## src/rtl/integrator_back.sv

```systemverilog
// Backward-Euler integrator y[n] = sat(y[n-1] + x[n]), updated once per CLK_I rise.
// Everything runs on MCLK_I; CLK_O is CLK_I re-timed so DATA_O is settled before it rises.
module integrator_back #(
    parameter int DATA_BIT_WIDTH = 5,
    parameter bit SAT_EN         = 1'b1
) (
    input  logic                      MCLK_I,
    input  logic                      RST_I,
    input  logic                      CLK_I,
    input  logic [DATA_BIT_WIDTH-1:0] DATA_I,
    output logic                      CLK_O,
    output logic [DATA_BIT_WIDTH-1:0] DATA_O,
    output logic                      OFDET_O,
    output logic                      UFDET_O
);
    localparam int W = DATA_BIT_WIDTH;
    localparam logic signed [W:0] MAX_V = {2'b00, {(W-1){1'b1}}};
    localparam logic signed [W:0] MIN_V = {2'b11, {(W-1){1'b0}}};

    logic signed [W-1:0] acc;
    logic signed [W:0]   sum_p0;
    logic                clk_d;
    logic                rise_p0;
    logic                c1;
    logic                c2;

    function automatic logic signed [W-1:0] limit(input logic signed [W:0] s);
        if (SAT_EN && (s > MAX_V)) return MAX_V[W-1:0];
        if (SAT_EN && (s < MIN_V)) return MIN_V[W-1:0];
        return s[W-1:0];
    endfunction

    // Stage p0: edge detect and one-bit-wider sum, so the add itself never wraps
    assign rise_p0 = CLK_I & ~clk_d;
    assign sum_p0  = {acc[W-1], acc} + {DATA_I[W-1], DATA_I};

    always_ff @(posedge MCLK_I) begin
        if (RST_I) begin
            acc     <= '0;
            OFDET_O <= 1'b0;
            UFDET_O <= 1'b0;
            clk_d   <= 1'b1;  // a CLK_I already high at release is not an edge
            c1      <= 1'b0;
            c2      <= 1'b0;
        end else begin
            clk_d <= CLK_I;
            c1    <= CLK_I;
            c2    <= c1;
            if (rise_p0) begin
                acc     <= limit(sum_p0);
                OFDET_O <= (sum_p0 > MAX_V);
                UFDET_O <= (sum_p0 < MIN_V);
            end
        end
    end

    // Outputs: all straight from registers
    assign DATA_O = acc;
    assign CLK_O  = c2;
endmodule

```

## config.mk

```make
export PLATFORM = sky130hd
export DESIGN_NAME = integrator_back
export DESIGN_NICKNAME = d
export VERILOG_FILES = /design/src/rtl/integrator_back.sv
export SDC_FILE = /design/constraint.sdc
export NUM_CORES = 1
export LEC_CHECK = 0
export BUFFER_PORTS_ARGS = -buffer_cell sky130_fd_sc_hd__buf_2
export CAP_MARGIN = 40
export CORE_AREA = 4 4 41 43
export CTS_CLUSTER_DIAMETER = 150
export DETAILED_ROUTE_END_ITERATION = 7
export DIE_AREA = 0 0 45 47
export GPL_TIMING_DRIVEN = 0
export PLACE_DENSITY = 0.76
export SYNTH_ARGS = -nofsm -noshare
export SYNTH_HDL_FRONTEND = slang
export SYNTH_SLANG_ARGS = --single-unit
```

## constraint.sdc

```tcl
create_clock -name MCLK_I -period 2.1 [get_ports MCLK_I]
set_input_delay 0.42 -clock MCLK_I [delete_from_list [all_inputs] [get_ports MCLK_I]]
set_output_delay 0.42 -clock MCLK_I [all_outputs]
set_load 0.01 [all_outputs]
```

==> impl_summary.md <==
Logic synthesis
The post-synthesis register bit count is 10. By area the synthesized netlist is led by sky130_fd_sc_hd__dfxtp_1, sky130_fd_sc_hd__ha_1, sky130_fd_sc_hd__nor2_1. The share of the synthesized area in the top cell type is 0.340.

The share of the Yosys chip area taken by registers is 0.340. The synthesized net count is 76. The total number of yosys warnings is 0. The largest area contributor in the synthesized netlist is sky130_fd_sc_hd__dfxtp_1. After technology mapping, the gate count stands at 62. The post-synthesis instance area is just under 600 um^2. The synthesized netlist contains 28 unique library cells. The post-synthesis area per instance is roughly 9.5 um^2.

Worst setup path
The critical path class is flip-flop to flip-flop. The largest fanout of any net on the critical path is 5. The type of element launching the critical path is a flip-flop. Walking the worst path, the cells encountered are ha_1 -> fa_1 -> a21oi_2 -> o21ai_0 -> o2bb2ai_4 -> nor3b_1 -> a211oi_1. Among all stages on the critical path, the largest delay is contributed by sky130_fd_sc_hd__fa_1. In this design, the stage delay of the slowest critical-path cell is around 0.43 ns. At the worst endpoint, the required time is between 2 and 2.5 ns. Data arrives at the worst endpoint at ~2.2 ns. The worst setup path is captured at a flip-flop.

Routing
For this block, the routed nets add up to between 1000 and 1500 um of wire. Once detail routing completed, the nets flagged for antenna violations numbered 0. The average routed wire per standard cell is about 13 um.

Summing over every cut layer, the via total after detailed routing is just over 500. After detailed routing, the number of remaining DRC violations is 0. After the first detailed-routing iteration, the DRC count stood at 8. After detailed routing, the number of vias per cell comes to ~5.3. The pre-antenna-repair detailed-routing pass consisted of 4 iterations.

STA
The worst path meets setup with ~0.1 ns of slack. The pin slew with the least headroom to its limit is ~0.45 ns. After routing, the total negative slack on setup checks comes to 0 ns. The clock period minus worst slack is roughly 2 ns. The total setup violations reported at the end of the flow is 0. On the final layout, the worst clock skew is between 0.005 and 0.006 ns.

The worst relative slew slack is 0.700. The top achievable clock speed is 0.501 GHz. The part of the cycle the worst path needs is 0.951. The number of pins with negative max-slew slack in the final report came to 0. The count of endpoints failing hold in the final timing report is 0. The final hold slack is 0.383 ns.

CTS
The post-cts hold buffer count is 0. Counting the buffers created by CTS gives 3. CTS built an H-tree with a depth of 1. The register clock-pin slew on the reported worst setup and hold paths is 0.07 ns.

The TritonCTS sink count is 10. The cell sitting at the root of the clock tree is a sky130_fd_sc_hd__clkbuf_4. The source-to-sink clock delay at the later pin of the worst-skew pair is between 0.2 and 0.3 ns. The maximum root-to-sink buffer count is 2. The TritonCTS clock tree is yes.

GRT
The global-route wire length before repair is ~2000 um. After global routing the overflow that remains totals 0. The pin count of the biggest net entering global routing is 11.

In the global route stage, overall resource usage came out at 0.134. The number of global-route vias before repair is around 470. The number of antenna violations at the first check in global routing is 0.

Layout
The filler cell count is 136. The layout-stage area growth over the synthesis result is 22.8%. The flip-flop and latch area is between 200 and 250 um^2.

The final instance area is 722 um^2. The fraction of layout cells with a size suffix above 1 is 0.321. For this run, the post-layout net count is 96. The multi-input combinational cells in the finished layout cover a total of ~370 um^2. 0 antenna diodes ended up in the layout.

Place
During placement, the flow inserted port buffers numbering 15. The placement-stage worst setup slack is -0.147 ns. The HPWL after detailed placement is ~950 um. The global placer's final weighted congestion is slightly below 0.8.

Once placement finished, the instance area stood at 682 um^2.

Pwr
Power spread over the standard cell area amounts to between 600 and 700 nW/um^2. The maximum resistive drop on vdd is between 0.3 and 0.4 mV. The total power is between 0.0004 and 0.0005 W. Summed over all cells, the static leakage comes to about 0.33 nW.

Floorplanning
For this design the top-level I/O count stands at 16. The die outline area is between 2000 and 2500 um^2. In this run the core area contains 13 standard-cell rows. The width of the chip is approximately 45 um. The initial utilization of the core area, before any placement, comes to 0.452. The core region is about 1300 um^2.

The die boundary height is 47 um.

Worst hold path
The path class of the lowest-slack min-delay path is primary input to flip-flop.

Status
The run finished with clean final reports.

Job
Across the run, the number of max-cap violations was 0.
[per-stage QoR]
step | std cells | utilization
floorplan | 62 | -
global placement | 92 | 0.524
detailed placement | 92 | 0.524
CTS | 96 | 0.552
global route | 96 | 0.555
finish | 96 | 0.555
[power breakdown]
group | internal, W | switching [W] | total [W]
sequential | 0.000199 | 0.00000530 | 0.000204
clock | 0.000105 | 0.0000677 | 0.000173
combinational | 0.0000391 | 0.0000509 | 0.0000900
total | 0.000343 | 0.000124 | 0.000467
[final timing paths]
check / startpoint / to / slack, ns / cells after the start
setup / recovery: DATA_O[0] / DATA_O[3] / 0.10 / 7
hold / removal: CLK_I / clk_d / 0.38 / 2
setup reg to reg: DATA_O[0] / DATA_O[3] / 0.10 / 7
hold reg to reg: c1 / CLK_O / 0.44 / 1
[placed cells by master, fill, tap and decap left out, drive strengths merged]
cell,n
fa,1
nor2b,4
xnor2,1
xor2,1
dfxtp,10
inv,3
o21bai,1
o32ai,3
buf,15
o2111ai,1
nand2b,2
a211oi,2
nor2,10
ha,5
o221ai,1
or2,1
o21ai,2
or3,1
clkbuf,6
o2bb2ai,1
a21oi,2
o31a,1
nor3b,1
nor3,2
o211a,1
nand2,3
[metal layers]
metal / global-route usage / vias to the layer above / share of wire
li1: - / 263 / -
met2: 0.206 / 19 / 0.46
met5: 0 / - / 0
met4: 0.0702 / 0 / 0.0048
met3: 0.0575 / 2 / 0.086
met1: 0.159 / 227 / 0.45
[area by class of cell]
cell class	instances	area share
sequential	10	0.277
multi-input combinational	47	0.515
timing repair buffer	15	0.104
tap	15	0.0260
inverter	3	0.0156
buffer	2	0.0121
clock buffer	4	0.0503
[kinds of logic after synthesis]
family	share of synthesized area
xor gates and xnor gates	0.0298
AOI/OAI and AO/OA	0.257
and+or+nand+nor	0.198
buffers and inverters	0.0340
adders and majority gates	0.140
DFF	0.340
[flip-flops by register name (all words and copies together) (netlist names)]
| name | cells |
|---|---|
| CLK_O | 1 |
| DATA_O | 5 |
| OFDET_O | 1 |
| UFDET_O | 1 |
| c1 | 1 |
| clk_d | 1 |
[Yosys cell counts, drive strengths merged]
cell type  count
dfxtp         10
nor2          10
ha             5
nor2b          4
inv            3
nand2          3
o32ai          3
a211oi         2
a21oi          2
clkbuf         2
nand2b         2
nor3           2
o21ai          2
fa             1
nor3b          1
o2111ai        1
o211a          1
o21bai         1
o221ai         1
o2bb2ai        1
o31a           1
or2            1
or3            1
xnor2          1
xor2           1
[critical path, delay by kind of cell (launching register included)]
family                     cells  cell delay (ns)
adders and majority gates      2             0.66
DFF                            1             0.33
and+or+nand+nor                1             0.08
AOI/OAI and AO/OA              4             0.82
[repair_timing]
item / in CTS / in global routing
endpoints found under the setup margin: 0 / 4
buffers inserted: 0 / 0
resized for setup: 0 / 1
No activity file was read; power rests on OpenSTA's default activity.
